## src/rtl/mem_arb_pkg.sv

```systemverilog
// Shared types and defaults for the memory read-port arbiter.
package mem_arb_pkg;

    localparam int unsigned STATE_W            = 2;
    localparam int unsigned DEF_NUM_REQ        = 2;
    localparam int unsigned DEF_ADDR_WIDTH     = 64;
    localparam int unsigned DEF_DATA_WIDTH     = 64;
    localparam int unsigned DEF_TIMEOUT_CYCLES = 256;

    typedef enum logic [STATE_W-1:0] {
        ST_IDLE,
        ST_ISSUE,
        ST_DONE
    } state_t;

    // Width of an index into n requesters (at least one bit).
    function automatic int unsigned idx_width(input int unsigned n);
        return (n > 1) ? $clog2(n) : 1;
    endfunction

endpackage

```

## src/rtl/mem_rd_arbiter_rr_arbiter.sv

```systemverilog
// Combinational rotating-priority pick: the first requester after ptr
// (cyclically) wins; returns both a one-hot grant and its index.
module rr_arbiter
    import mem_arb_pkg::*;
#(
    parameter int unsigned NUM_REQ = DEF_NUM_REQ,
    parameter int unsigned IDX_W   = idx_width(NUM_REQ)
) (
    input  logic [NUM_REQ-1:0] req,
    input  logic [IDX_W-1:0]   ptr,
    output logic [NUM_REQ-1:0] grant,
    output logic [IDX_W-1:0]   idx,
    output logic               any
);

    int unsigned      cand;
    logic [IDX_W-1:0] cand_idx;
    logic             found;

    assign any = |req;

    // Scan requesters starting just after the pointer, keep the first hit.
    always_comb begin
        grant    = '0;
        idx      = '0;
        found    = 1'b0;
        cand     = 0;
        cand_idx = '0;
        for (int unsigned i = 1; i <= NUM_REQ; i++) begin
            cand     = (32'(ptr) + i) % NUM_REQ;
            cand_idx = IDX_W'(cand);
            if (!found && req[cand_idx]) begin
                found           = 1'b1;
                grant[cand_idx] = 1'b1;
                idx             = cand_idx;
            end
        end
    end

endmodule

```

## src/rtl/mem_rd_arbiter.sv

```systemverilog
// Round-robin arbiter sharing one memory read port among NUM_REQ requesters,
// one outstanding read at a time, response routed to the granted requester.
// Optional feature macro: MEM_ARB_TIMEOUT_EN (abandons a read after
// TIMEOUT_CYCLES in ISSUE and answers with resp_err=1, resp_data=0).
module mem_rd_arbiter
    import mem_arb_pkg::*;
#(
    parameter int unsigned NUM_REQ        = DEF_NUM_REQ,
    parameter int unsigned ADDR_WIDTH     = DEF_ADDR_WIDTH,
    parameter int unsigned DATA_WIDTH     = DEF_DATA_WIDTH,
    parameter int unsigned TIMEOUT_CYCLES = DEF_TIMEOUT_CYCLES
) (
    input  logic                          clk,
    input  logic                          rstn,
    input  logic [NUM_REQ-1:0]            req_valid,
    input  logic [NUM_REQ*ADDR_WIDTH-1:0] req_addr,
    output logic [NUM_REQ-1:0]            req_grant,
    output logic [NUM_REQ-1:0]            resp_valid,
    output logic [DATA_WIDTH*2-1:0]       resp_data,
    output logic                          resp_err,
    output logic                          ren_mem,
    output logic [ADDR_WIDTH-1:0]         raddr_mem,
    input  logic                          rvalid_mem,
    input  logic [DATA_WIDTH*2-1:0]       rdata_mem
);

    localparam int unsigned IDX_W = idx_width(NUM_REQ);

    state_t                  state, state_nxt;
    logic [IDX_W-1:0]        rr_ptr, rr_ptr_nxt, pick_idx;
    logic [NUM_REQ-1:0]      pick_onehot;
    logic                    pick_any;
    logic                    issue_end;
    logic [ADDR_WIDTH-1:0]   addr_arr [NUM_REQ];

    logic [NUM_REQ-1:0]      grant_nxt, resp_valid_nxt;
    logic [DATA_WIDTH*2-1:0] resp_data_nxt;
    logic                    ren_nxt;
    logic [ADDR_WIDTH-1:0]   raddr_nxt;

    rr_arbiter #(
        .NUM_REQ (NUM_REQ),
        .IDX_W   (IDX_W)
    ) u_rr (
        .req   (req_valid),
        .ptr   (rr_ptr),
        .grant (pick_onehot),
        .idx   (pick_idx),
        .any   (pick_any)
    );

    // Unpack the flat address bus into per-requester slices.
    always_comb begin
        for (int unsigned i = 0; i < NUM_REQ; i++) begin
            addr_arr[i] = req_addr[i*ADDR_WIDTH +: ADDR_WIDTH];
        end
    end

`ifdef MEM_ARB_TIMEOUT_EN
    localparam int unsigned CNT_W = $clog2(TIMEOUT_CYCLES + 1);

    logic [CNT_W-1:0] wait_cnt;
    logic             timed_out;
    logic             resp_err_nxt;

    assign timed_out = (state == ST_ISSUE) && (wait_cnt == CNT_W'(TIMEOUT_CYCLES - 1));
    assign issue_end = rvalid_mem || timed_out;

    // Count cycles spent in ISSUE since the grant; cleared everywhere else.
    always_ff @(posedge clk) begin
        if (!rstn || state != ST_ISSUE) begin
            wait_cnt <= '0;
        end else begin
            wait_cnt <= wait_cnt + 1'b1;
        end
    end

    // Error flag accompanies resp_valid only.
    always_ff @(posedge clk) begin
        if (!rstn) begin
            resp_err <= 1'b0;
        end else begin
            resp_err <= resp_err_nxt;
        end
    end
`else
    assign issue_end = rvalid_mem;
    assign resp_err  = 1'b0;
`endif

    // State register plus the registered outputs computed below.
    always_ff @(posedge clk) begin
        if (!rstn) begin
            state      <= ST_IDLE;
            rr_ptr     <= IDX_W'(NUM_REQ - 1);
            req_grant  <= '0;
            resp_valid <= '0;
            resp_data  <= '0;
            ren_mem    <= 1'b0;
            raddr_mem  <= '0;
        end else begin
            state      <= state_nxt;
            rr_ptr     <= rr_ptr_nxt;
            req_grant  <= grant_nxt;
            resp_valid <= resp_valid_nxt;
            resp_data  <= resp_data_nxt;
            ren_mem    <= ren_nxt;
            raddr_mem  <= raddr_nxt;
        end
    end

    // Next-state: IDLE -> ISSUE on any request, ISSUE -> DONE on response, DONE -> IDLE.
    always_comb begin
        state_nxt = state;
        unique case (state)
            ST_IDLE:  if (pick_any)  state_nxt = ST_ISSUE;
            ST_ISSUE: if (issue_end) state_nxt = ST_DONE;
            ST_DONE:  state_nxt = ST_IDLE;
            default:  state_nxt = ST_IDLE;
        endcase
    end

    // Next output values; rr_ptr doubles as the current owner's index while in ISSUE.
    always_comb begin
        grant_nxt      = req_grant;
        ren_nxt        = ren_mem;
        raddr_nxt      = raddr_mem;
        resp_valid_nxt = '0;
        resp_data_nxt  = resp_data;
        rr_ptr_nxt     = rr_ptr;
`ifdef MEM_ARB_TIMEOUT_EN
        resp_err_nxt   = 1'b0;
`endif
        unique case (state)
            ST_IDLE: begin
                if (pick_any) begin
                    grant_nxt  = pick_onehot;
                    ren_nxt    = 1'b1;
                    raddr_nxt  = addr_arr[pick_idx];
                    rr_ptr_nxt = pick_idx;
                end else begin
                    grant_nxt = '0;
                    ren_nxt   = 1'b0;
                    raddr_nxt = '0;
                end
            end
            ST_ISSUE: begin
                if (rvalid_mem) begin
                    resp_valid_nxt = req_grant;
                    resp_data_nxt  = rdata_mem;
                    grant_nxt      = '0;
                    ren_nxt        = 1'b0;
                    raddr_nxt      = '0;
                end
`ifdef MEM_ARB_TIMEOUT_EN
                else if (timed_out) begin
                    resp_valid_nxt = req_grant;
                    resp_data_nxt  = '0;
                    resp_err_nxt   = 1'b1;
                    grant_nxt      = '0;
                    ren_nxt        = 1'b0;
                    raddr_nxt      = '0;
                end
`endif
            end
            default: begin
                grant_nxt = '0;
                ren_nxt   = 1'b0;
                raddr_nxt = '0;
            end
        endcase
    end

endmodule

```

## config.mk

```make
export PLATFORM = sky130hd
export DESIGN_NAME = mem_rd_arbiter
export DESIGN_NICKNAME = d
export VERILOG_FILES = /design/src/rtl/mem_arb_pkg.sv /design/src/rtl/mem_rd_arbiter_rr_arbiter.sv /design/src/rtl/mem_rd_arbiter.sv
export SDC_FILE = /design/constraint.sdc
export NUM_CORES = 1
export LEC_CHECK = 0
export CAP_MARGIN = 20
export CORE_AREA = 3 3 177 179
export DETAILED_ROUTE_END_ITERATION = 8
export DIE_AREA = 0 0 180 182
export SYNTH_ARGS = -nofsm -noshare
export SYNTH_HDL_FRONTEND = slang
export SYNTH_SLANG_ARGS = --single-unit
export TNS_END_PERCENT = 50
```

## constraint.sdc

```tcl
create_clock -name clk -period 2.5 [get_ports clk]
set_input_delay 0.25 -clock clk [delete_from_list [all_inputs] [get_ports clk]]
set_output_delay 0.25 -clock clk [all_outputs]
set_load 0.005 [all_outputs]
```

==> metrics.cfg, run 1 <==
[outcome]
status=complete, no violations

[floorplan]
die_w_um=180
rows=63
core-area_mm2=0.02972
io_pins=459
die_h_um=182
dieArea_mm2=0.03276
start_util=0.2702

[finish]
final_cells=1766
finalNetCount=1623
drive_above_1_share=0.07855
layout_commonest_cell=clkdlybuf4s50_1
design_area_mm2=0.01359
multi_input_area_mm2=0.003631
layout_common_cells=457 x clkdlybuf4s50_1, 386 x nand2_1, 200 x dfxtp_1
area_growth_pct=69.22
n_fill_cell=2921
register_area_mm2=0.004004

[flow_run]
max_cap_viol_count=0

[yosys]
synth_cells=954
syn_area_mm2=0.008029
ys_seq_elements=200
synth_nets=1215
synth_cell_types=24
syn_area_per_cell_um2=8.416
ys_warn_count=0
synth_seq_area_share=0.4987

[cts]
cts_tree=yes
clk_latency_ns=0.44
cts_max_path_buffers=2
post_cts_buffers=0
hold_buffers=0
post_cts_resized=0
root_buffer=clkbuf_16
ctsHtreeMaxLevel=4
numCtsBuffers=17
clock-sinks=200
path_clk_slew_ns=0.08

[sta]
tightestPinTransition_ns=0.5842
post-route-min-period_ns=1.795
maxSlewViolCount=0
setup_violations=0
finalHoldViolations=0
timing.fmax_mhz=557.1
rsz0062_at_grt=false
setup_tns_ns=0
fin_crit_sh=0.7180
setup_slack_ns=0.7050
skew_ns=0.008396
maxSlewHeadroom=0.6105

[placed_design]
port_buffers=457
place_area_mm2=0.01297
place_ws_ns=0.3910
place_congestion=0.7835
dp.cells=1733
dp_hpwl_um=22030

[global_route]
track_usage=0.1809
grt.overflow.total=0
grt_max_degree=120
grt_pass1_wl_um=47470
antenna_found_initial=1
grt_pass1_vias=8146

[critical_path]
regToRegStartpoint=state[0]
cp-start-kind=flop
cp_max_fo=54
worstPathArrival_ns=2.14
critical_path_class=flop to flop
end_kind=flop
critPathRequiredTime_ns=2.85
critPathLaunch=state[0]

[routing]
wire_per_inst_um=17.66
num_vias=8301
vias_per_cell=4.700
ant_nets=0
routed_wl_um=31190
first_pass_iters=4
drc=0
drt_iter0_markers=375

[power]
powerDensity_mw_per_mm2=581.1
irDropWorstVdd_mv=0.4257
p_leak_uw=0.004609

[hold_path]
min_path_type=input pin to flop
holdCritStartpoint=rdata_mem[13]

==> cells in the mapped netlist (all sizes together) <==
library cell | n | area (um2)
o22a | 1 | 8.760
nor3b | 1 | 18.77
or3b | 1 | 8.760
a21boi | 1 | 7.510
conb | 1 | 3.750
and3 | 3 | 18.77
nand3b | 3 | 22.52
nor2 | 3 | 11.26
and3b | 1 | 8.760
clkbuf | 39 | 146.4
o21ai | 2 | 10.00
nand2b | 2 | 12.51
dfxtp | 200 | 4004
nand2 | 386 | 1449
a22oi | 64 | 480.5
clkinv | 1 | 3.750
a21oi | 132 | 660.6
a21bo | 1 | 10.01
buf | 48 | 270.3
a221oi | 64 | 873.3
==> where the power goes <==
part / leakage [uW] / internal [uW] / total, uW / switching (uW)
clock network: 0.000295 / 1530 / 2930 / 1400
logic: 0.00268 / 866 / 1500 / 633
registers: 0.00163 / 3360 / 3470 / 110
==> per-layer routing <==
| metal | global-route usage | up-vias | routed length, um |
|---|---|---|---|
| li1 | - | 4086 | - |
| met1 | 0.2082 | 3855 | 12670 |
| met2 | 0.3049 | 331 | 14920 |
| met3 | 0.08013 | 29 | 2967 |
| met4 | 0.05291 | 0 | 631 |
| met5 | 0 | - | 0 |
==> state kept, by name (all words and copies together) (netlist names) <==
name,cells
req_grant,2
rr_ptr,1
ren_mem,1
state,2
resp_data,128
resp_valid,2
raddr_mem,64
==> logic make-up after synthesis <==
logic type | Yosys count | share of synthesized area
AOI/OAI and AO/OA | 265 | 0.2554
buffers and inverters | 88 | 0.05236
DFF | 200 | 0.4987
other | 1 | 0.0004671
and+or+nand+nor | 400 | 0.1931
==> worst max-delay path, cell delays in order, from the launching register on <==
cell	delay [ns]
dfxtp_1	0.47
nor3b_4	0.28
buf_12	0.28
buf_12	0.25
a22oi_1	0.14
a221oi_2	0.26
==> path summary, 6_finish.rpt <==
path                   endpoint  slack, ns  cells past startpoint
setup reg to reg  raddr_mem[58]       0.71                      5
hold / removal    resp_data[13]       0.35                      3
hold reg to reg   resp_data[21]       0.45                      2
setup / recovery  raddr_mem[58]       0.71                      5
==> layout make-up <==
class	count	area share
Timing Repair Buffer	476	0.3564
Sequential cell	200	0.2947
Multi-Input combinational cell	666	0.2672
Tap cell	390	0.03591
Clock buffer	17	0.03131
Clock inverter	15	0.01363
Inverter	1	0.0006446
Antenna cell	1	0.0001842
==> metrics by stage <==
step | hold slack (ns) | utilization | power [uW]
floorplan | 0.3262 | - | 4109
global placement | 0.4402 | 0.4366 | 5045
detailed placement | 0.4457 | 0.4366 | 5059
CTS | 0.3261 | 0.4571 | 8034
global route | 0.3402 | 0.4572 | 8280
finish | 0.3504 | 0.4572 | 7896
Power figures use the tool's default switching activity.
==> run 2: changes to the inputs <==
--- a/config.mk
+++ b/config.mk
@@ -6,9 +6,9 @@
 export NUM_CORES = 1
 export LEC_CHECK = 0
 export CAP_MARGIN = 20
-export CORE_AREA = 3 3 177 179
+export CORE_AREA = 3 3 175 177
 export DETAILED_ROUTE_END_ITERATION = 8
-export DIE_AREA = 0 0 180 182
+export DIE_AREA = 0 0 178 180
 export SYNTH_ARGS = -nofsm -noshare
 export SYNTH_HDL_FRONTEND = slang
 export SYNTH_SLANG_ARGS = --single-unit
==> constraint.sdc (replaced) <==
create_clock -name clk -period 1.6 [get_ports clk]
set_input_delay 0.16 -clock clk [delete_from_list [all_inputs] [get_ports clk]]
set_output_delay 0.16 -clock clk [all_outputs]
set_load 0.005 [all_outputs]
==> metrics.cfg, run 2 (same netlist as run 1, synthesis figures left out) <==
[floorplan]
die_w_um=178
dieArea_mm2=0.03204
start_util=0.2731
rows=63
core-area_mm2=0.02940
io_pins=459
die_h_um=180

[cts]
root_buffer=clkbuf_16
ctsHtreeMaxLevel=4
clk_latency_ns=0.44
clock-sinks=200
path_clk_slew_ns=0.08
cts_max_path_buffers=2
post_cts_buffers=0
numCtsBuffers=17
cts_tree=yes

[routing]
drt_iter0_markers=330
vias_per_cell=4.684
routed_wl_um=31250
first_pass_iters=5
ant_nets=0
num_vias=8445
wire_per_inst_um=17.33
drc=0

[finish]
n_antenna_cell=0
drive_above_1_share=0.1033
top_regs=resp_data (128), raddr_mem (64)
layout_commonest_cell=clkdlybuf4s50_1
area_growth_pct=75.05
finalNetCount=1661
largest_register_ffs=128
utilization=0.4780
final_cells=1803
regMostFlops=resp_data
layout_common_cells=456 x clkdlybuf4s50_1, 386 x nand2_1, 199 x dfxtp_1

[placed_design]
place_congestion=0.7905
dp_hpwl_um=23030
dp.cells=1771
port_buffers=457
place_ws_ns=-0.1759

[sta]
skew_ns=0.01070
setup_tns_ns=0
whs_ns=0.2589
setup_violations=0
setup_slack_ns=0.06704
post-route-min-period_ns=1.533
timing.fmax_mhz=652.3
maxSlewViolCount=0
fin_crit_sh=0.9581
rsz0062_at_grt=false
finalHoldViolations=0

[flow_run]
max_cap_viol_count=0

[critical_path]
worstPathArrival_ns=1.37
cp-start-kind=flop
max_stage_delay_ns=0.58
critPathTopFamily=buffers and inverters
critical_path_class=flop to output port
critPathRequiredTime_ns=1.44
crit_chain=clkdlybuf4s50_1
cp_max_fo=3
slowest_stage=clkdlybuf4s50_1
crit_buf_inv=1
end_kind=output port

[global_route]
grt_pass1_vias=8413
track_usage=0.1881
grt_max_degree=67
grt_pass1_wl_um=47780
antenna_found_initial=0
grt.overflow.total=0

[power]
p_leak_uw=0.004870
irDropWorstVdd_mv=0.5744
powerDensity_mw_per_mm2=881.7

[outcome]
status=complete, no violations

[hold_path]
min_path_type=input pin to flop

run 2: area by class of cell:
class / count / area, um2
timing repair buffer: 514 / 5343
tap: 390 / 488.0
sequential: 200 / 4005
clock buffer: 19 / 432.9
fill: 2826 / 15350
inverter: 1 / 8.758
clock inverter: 13 / 143.9
multi-input combinational: 666 / 3633
run 2: path summary, 6_finish.rpt:
kind	start	end	slack, ns	cells past startpoint
worst max-delay path	raddr_mem[31]	raddr_mem[31]	0.07	1
worst min-delay path	rdata_mem[25]	resp_data[25]	0.26	3
worst max register to register	state[1]	raddr_mem[6]	0.11	5
worst min register to register	resp_data[49]	resp_data[49]	0.45	2
run 2: timing repair:
| item | in CTS | in global routing |
|---|---|---|
| resized for setup | 0 | 3 |
| hold buffers | 0 | 0 |
| endpoints found under the setup margin | 0 | 12 |
run 2: routing by layer:
metal | GRT usage | routed length [um]
met5 | 0 | 0
met4 | 0.06221 | 628
met3 | 0.07626 | 3324
met2 | 0.3192 | 15260
met1 | 0.2135 | 12040
run 2: per-stage QoR:
step                power [uW]  area [um2]
floorplan                 6420        8029
global placement          8108       13470
detailed placement        8132       13470
CTS                      12590       14050
global route             12980       14050
finish                   12390       14050
run 2: report_power, final:
group / leakage, uW / switching, uW / total (uW) / internal [uW]
combinational: 0.00296 / 1030 / 2570 / 1530
sequential: 0.00163 / 173 / 5420 / 5250
clock: 0.000276 / 2070 / 4400 / 2330
total: 0.00487 / 3280 / 12400 / 9110
==> edit 1 (settings of run 2) <==
Change the package constant `DEF_NUM_REQ` from 2 to 1.
--- a/src/rtl/mem_arb_pkg.sv
+++ b/src/rtl/mem_arb_pkg.sv
@@ -2,7 +2,7 @@
 package mem_arb_pkg;
 
     localparam int unsigned STATE_W            = 2;
-    localparam int unsigned DEF_NUM_REQ        = 2;
+    localparam int unsigned DEF_NUM_REQ        = 1;
     localparam int unsigned DEF_ADDR_WIDTH     = 64;
     localparam int unsigned DEF_DATA_WIDTH     = 64;
     localparam int unsigned DEF_TIMEOUT_CYCLES = 256;
Ports: changed (resized req_addr, req_grant, req_valid and resp_valid); port bits go from 459 to 392. The function was not compared with the original's and may differ.
==> edit 1 against run 2 <==
Setup slack better by 0.019 ns. Utilization decreased by 6.6 points. Power shrank 9.9%. Synthesized area decreased by 9.9%. Combinational power shrank 37%. Count of clock-buffer cells in the layout down 1. Synthesized cell count shrank 25%. Sequential cell count shrank 4. Largest power group unchanged. Clock power fell by 2%. Via count is 26% lower. Clock skew shrank 0.0015 ns. Wire length decreased by 28%. Non-clock buffer count shrank 104. Design area is 14% lower. Largest cell class unchanged.
==> edit 1: results (changes against run 2) <==
| Metric | Value |
|---|---|
| Flop2flop setup slack | `0.25 ns (was 0.11 ns)` |
| Multi-input gate share of total cell area | `23.87% (was 25.85%)` |
| Comb_multi_in | `460 (was 666)` |
| Hold Startpoint | `rstn (was rdata_mem[25])` |
| Slowest stage delay, CP | `0.54 ns (was 0.58 ns)` |
| M1 wire length | `8938 um (was 12,040 um)` |
| R2R depth | `4 (was 5)` |
| Detailed placement HPWL | `16,710 um (was 23,030 um)` |
| Routing usage on met2 | `23.50% (was 31.92%)` |
| Biggest regs | `resp_data (128), raddr_mem (64), state (2) (was resp_data (128), raddr_mem (64))` |
| Post-route cell area | `0.01212 mm^2 (was 0.01405 mm^2)` |
| Drt wl/cell | `15.16 um (was 17.33 um)` |
| Gpl congestion | `0.7585 (was 0.7905)` |
| Detailed-route wire length | `22,570 um (was 31,250 um)` |
| Syn_nets | `912 (was 1,215)` |
| Largest cells by area after synthesis | `dfxtp_1, mux2i_1, nand2_1, a22o_1, buf_6 (was dfxtp_1, nand2_1, a221oi_2, a21oi_1, a22oi_1)` |
| Nets | `1,281 (was 1,661)` |
| Iteration-0 DRC Markers | `212 (was 330)` |
| Hold_ws | `0.05886 ns (was 0.2589 ns)` |
| Unique masters post-synth | `20 (was 24)` |
| Run status | `finished, final reports clean (unchanged)` |
| Max FO, Critical Path | `2 (was 3)` |
| First-pass GRT wire length | `34,460 um (was 47,780 um)` |
| Number of diodes | `1 (was 0)` |
| Synthesized area per cell | `10.11 um^2 (was 8.416 um^2)` |
| Number of global-route vias before repair | `6,341 (was 8,413)` |
| Number of inverters outside the clock class in the layout | `0 (was 1)` |
| Clock Skew | `0.009184 ns (was 0.01070 ns)` |
| Met1 Use GR | `15.04% (was 21.35%)` |
| Vias | `6,214 (was 8,445)` |
| R2r endpoint | `resp_data[60]$_SDFFE_PN0P_ (was raddr_mem[6]$_SDFFE_PN0P_)` |
| # port buffers | `390 (was 457)` |
| Antenna violations before repair | `1 (was 0)` |
| Met2 Wirelength | `10,950 um (was 15,260 um)` |
| Synth cell count leaders | `nand2_1, dfxtp_1, mux2i_1 (was nand2_1, dfxtp_1, a21oi_1)` |
| Register area share after synthesis | `54.23% (was 49.87%)` |
| Fillers | `2,821 (was 2,826)` |
| Fraction of area in registers | `32.37% (was 28.50%)` |
| Worst VDD drop | `558.4 uV (was 574.4 uV)` |
| Largest net degree at the start of global routing | `128 (was 67)` |
| Hold path endpoint | `resp_data[103]$_SDFFE_PN0P_ (was resp_data[25]$_SDFFE_PN0P_)` |
| Non-clk bufs | `410 (was 514)` |
-- edit 1: cell count changes after synthesis, moves of 17 or more --
cell / change
a21oi_1: -131
a221oi_2: -50
a22o_1: +64
a22oi_1: -64
buf_2: -28
buf_6: +17
mux2i_1: +128
nand2_1: -130
-- edit 1: kinds of logic (layout without fill, tap and decap cells) --
| kind of cell | Yosys count | count (layout) | synth area share [%] |
|---|---|---|---|
| AO/OA/AOI/OAI | 66 | 66 | 7.920 |
| buffers and inverters | 60 | 442 | 5.845 |
| flip-flops | 196 | 196 | 54.23 |
| multiplexers | 128 | 128 | 17.71 |
| other | 1 | 2 | 0.05183 |
| AND/OR/NAND/NOR | 265 | 265 | 14.25 |
-- edit 1: power by group --
| group | switching [mW] | internal (mW) | total, mW | leakage, nW |
|---|---|---|---|---|
| Sequential | 0.116 | 5.10 | 5.21 | 1.60 |
| Clock | 2.17 | 2.15 | 4.33 | 0.290 |
| Combinational | 0.562 | 1.06 | 1.62 | 2.58 |
-- edit 1: how the worst max path moves through the flow --
stage / startpoint / to / slack [ns] / depth (start not counted)
final: raddr_mem[22]$_SDFFE_PN0P_ / raddr_mem[22] / 0.09 / 1
after global routing: ren_mem$_SDFFE_PN0P_ / ren_mem / 0.0003 / 1
after CTS: raddr_mem[22]$_SDFFE_PN0P_ / raddr_mem[22] / 0.04 / 1
after detailed placement: rvalid_mem / resp_data[60]$_SDFFE_PN0P_ / 0.004 / 5
after global placement: rvalid_mem / resp_data[60]$_SDFFE_PN0P_ / 0.04 / 5
after floorplan: state[0]$_SDFFE_PN0P_ / resp_data[100]$_SDFFE_PN0P_ / 0.41 / 5
==> edit 2 (flow settings as in run 2) <==
Without the edit above. The 3 states of `state_t` get a one-hot encoding in 3 bits.
--- a/src/rtl/mem_arb_pkg.sv
+++ b/src/rtl/mem_arb_pkg.sv
@@ -7,10 +7,10 @@
     localparam int unsigned DEF_DATA_WIDTH     = 64;
     localparam int unsigned DEF_TIMEOUT_CYCLES = 256;
 
-    typedef enum logic [STATE_W-1:0] {
-        ST_IDLE,
-        ST_ISSUE,
-        ST_DONE
+    typedef enum logic [2:0] {
+        ST_IDLE  = 3'b001,
+        ST_ISSUE = 3'b010,
+        ST_DONE  = 3'b100
     } state_t;
 
     // Width of an index into n requesters (at least one bit).
Formal check against the unedited RTL: no difference found for any inputs over 4 cycles, from zero or initial values and one cycle with rstn low; so few cycles prove little.
==> edit 2 against run 2 <==
Count of clock-buffer cells in the layout is 19 higher. Synthesized area is 0.92% higher. Die area stayed put. Sequential share of layout area is 0.17 points lower. Setup slack worse by 0.019 ns. Sequential cell count is 1 higher. Hold slack worse by 0.071 ns. Wire length is 8.1% lower. Power is 3.2% higher. Clock power is 25% higher. Maximum frequency is 1.2% lower. Design area is 1.3% higher. Cell count is 7.2% lower. First-iteration DRC count is 10% lower. Critical endpoint is now raddr_mem[5]. Largest cell class unchanged.
==> edit 2: results (changes against run 2) <==
| Metric | Value |
|---|---|
| Run status | `finished, final reports clean (unchanged)` |
| Biggest regs | `resp_data (128), raddr_mem (64), state (3) (was resp_data (128), raddr_mem (64))` |
| Synth cell count leaders | `nand2_1, dfxtp_1, a21boi_1 (was nand2_1, dfxtp_1, a21oi_1)` |
| CP Data Arrival Time | `1.39 ns (was 1.37 ns)` |
| Number of global-route vias before repair | `7,494 (was 8,413)` |
| Iteration-0 DRC Markers | `297 (was 330)` |
| Clk slew on worst S/H paths | `0.06 ns (was 0.08 ns)` |
| Dpl cell area | `0.01338 mm^2 (was 0.01347 mm^2)` |
| First-pass GRT wire length | `43,630 um (was 47,780 um)` |
| Pre-antenna DRT Iters | `4 (was 5)` |
| Clock Skew | `0.008177 ns (was 0.01070 ns)` |
| Register area share after synthesis | `49.66% (was 49.87%)` |
| Antenna violations before repair | `2 (was 0)` |
| Hold_ws | `0.1884 ns (was 0.2589 ns)` |
| Worst-case clock buffer depth | `3 (was 2)` |
| Unique masters post-synth | `28 (was 24)` |
| Drt wl/cell | `17.16 um (was 17.33 um)` |
| Final Instance Count excl. Fillers | `1,674 (was 1,803)` |
| Flop2flop setup slack | `0.16 ns (was 0.11 ns)` |
| Layout cell share with drive strength beyond 1 | `12.24% (was 10.33%)` |
| R2R depth | `4 (was 5)` |
| Mux share of post-synthesis cell area | `7.906% (was 0%)` |
| Detailed placement HPWL | `21,460 um (was 23,030 um)` |
| DP Cell Count | `1,630 (was 1,771)` |
| Max FO, Critical Path | `2 (was 3)` |
| Hold path endpoint | `resp_data[18]$_SDFFE_PN0P_ (was resp_data[25]$_SDFFE_PN0P_)` |
| Num CTS Buffers | `24 (was 17)` |
| Worst-Skew Late Latency | `0.51 ns (was 0.44 ns)` |
| Total leakage power | `5.487 nW (was 4.870 nW)` |
| Synth Area in Compound Gates | `24.07% (was 25.54%)` |
| Post-Place Worst Slack | `-0.1955 ns (was -0.1759 ns)` |
| Gpl congestion | `0.8186 (was 0.7905)` |
| Vias per cell | `4.424 (was 4.684)` |
| Synthesized area per cell | `10.04 um^2 (was 8.416 um^2)` |
| R2r endpoint | `resp_data[86]$_SDFFE_PN0P_ (was raddr_mem[6]$_SDFFE_PN0P_)` |
[edit 2: cell types whose count changed after synthesis, moves of 6 or more]
cell / change
a21boi_0: +40
a21boi_1: +88
a21oi_1: -131
a221oi_1: -14
a221oi_2: -50
a22oi_1: -63
buf_6: +6
clkbuf_1: -23
mux2i_1: +64
nand2_1: -130
o2bb2ai_2: +60
[edit 2: kinds of logic after synthesis]
group	after synthesis
flops	201
mux	64
simple gates	275
other cells	1
buf+inv	66
compound gates	200
[edit 2: worst max path at each step]
stage                     slack (ns)                    endpoint                       start
after floorplan                 0.27  raddr_mem[10]$_SDFFE_PN0P_       state[2]$_SDFFE_PN0P_
after global placement         -0.20  raddr_mem[51]$_SDFFE_PN0P_                req_valid[0]
after detailed placement       -0.20  raddr_mem[51]$_SDFFE_PN0P_                req_valid[0]
after CTS                     0.0003               resp_data[60]  resp_data[60]$_SDFFE_PN0P_
after global routing           -0.01               resp_data[87]  resp_data[87]$_SDFFE_PN0P_
final                           0.05                raddr_mem[5]   raddr_mem[5]$_SDFFE_PN0P_
[edit 2: layout make-up]
cell class	count	area [um^2]
multi-input combinational	540	3742
clock inverter	4	23.77
fill	2733	15160
timing repair buffer	500	5164
clock buffer	38	784.5
sequential	201	4034
antenna	1	2.502
tap	390	488.0
[edit 2: worst reg2reg max path, cell delays in order, from the launching register on]
cell and delay, ns:
dfxtp_1 0.46, and4bb_4 0.42, buf_12 0.21, nand2_1 0.07
a21boi_0 0.18
[edit 2: timing repair]
| item | CTS | global route |
|---|---|---|
| hold endpoints to repair | 1 | 0 |
| endpoints found under the setup margin | 23 | 26 |
| resized for setup | 23 | 26 |
| hold buffers | 1 | 0 |
[edit 2: where the power goes]
part / internal (mW) / switching, mW / leakage, nW / total [mW]
registers: 5.21 / 0.139 / 1.63 / 5.35
clock network: 3.34 / 2.14 / 0.406 / 5.48
logic: 1.27 / 0.695 / 3.45 / 1.96
total: 9.82 / 2.97 / 5.49 / 12.8
[edit 2: routing by layer]
| layer | vias to the layer above | part of all wire [%] | GRT usage [%] |
|---|---|---|---|
| met2 | 291 | 50 | 30.68 |
| met5 | - | 0.038 | 0 |
| li1 | 3667 | - | - |
| met1 | 3411 | 38 | 18.83 |
| met3 | 34 | 10 | 6.210 |
| met4 | 2 | 1.6 | 3.770 |
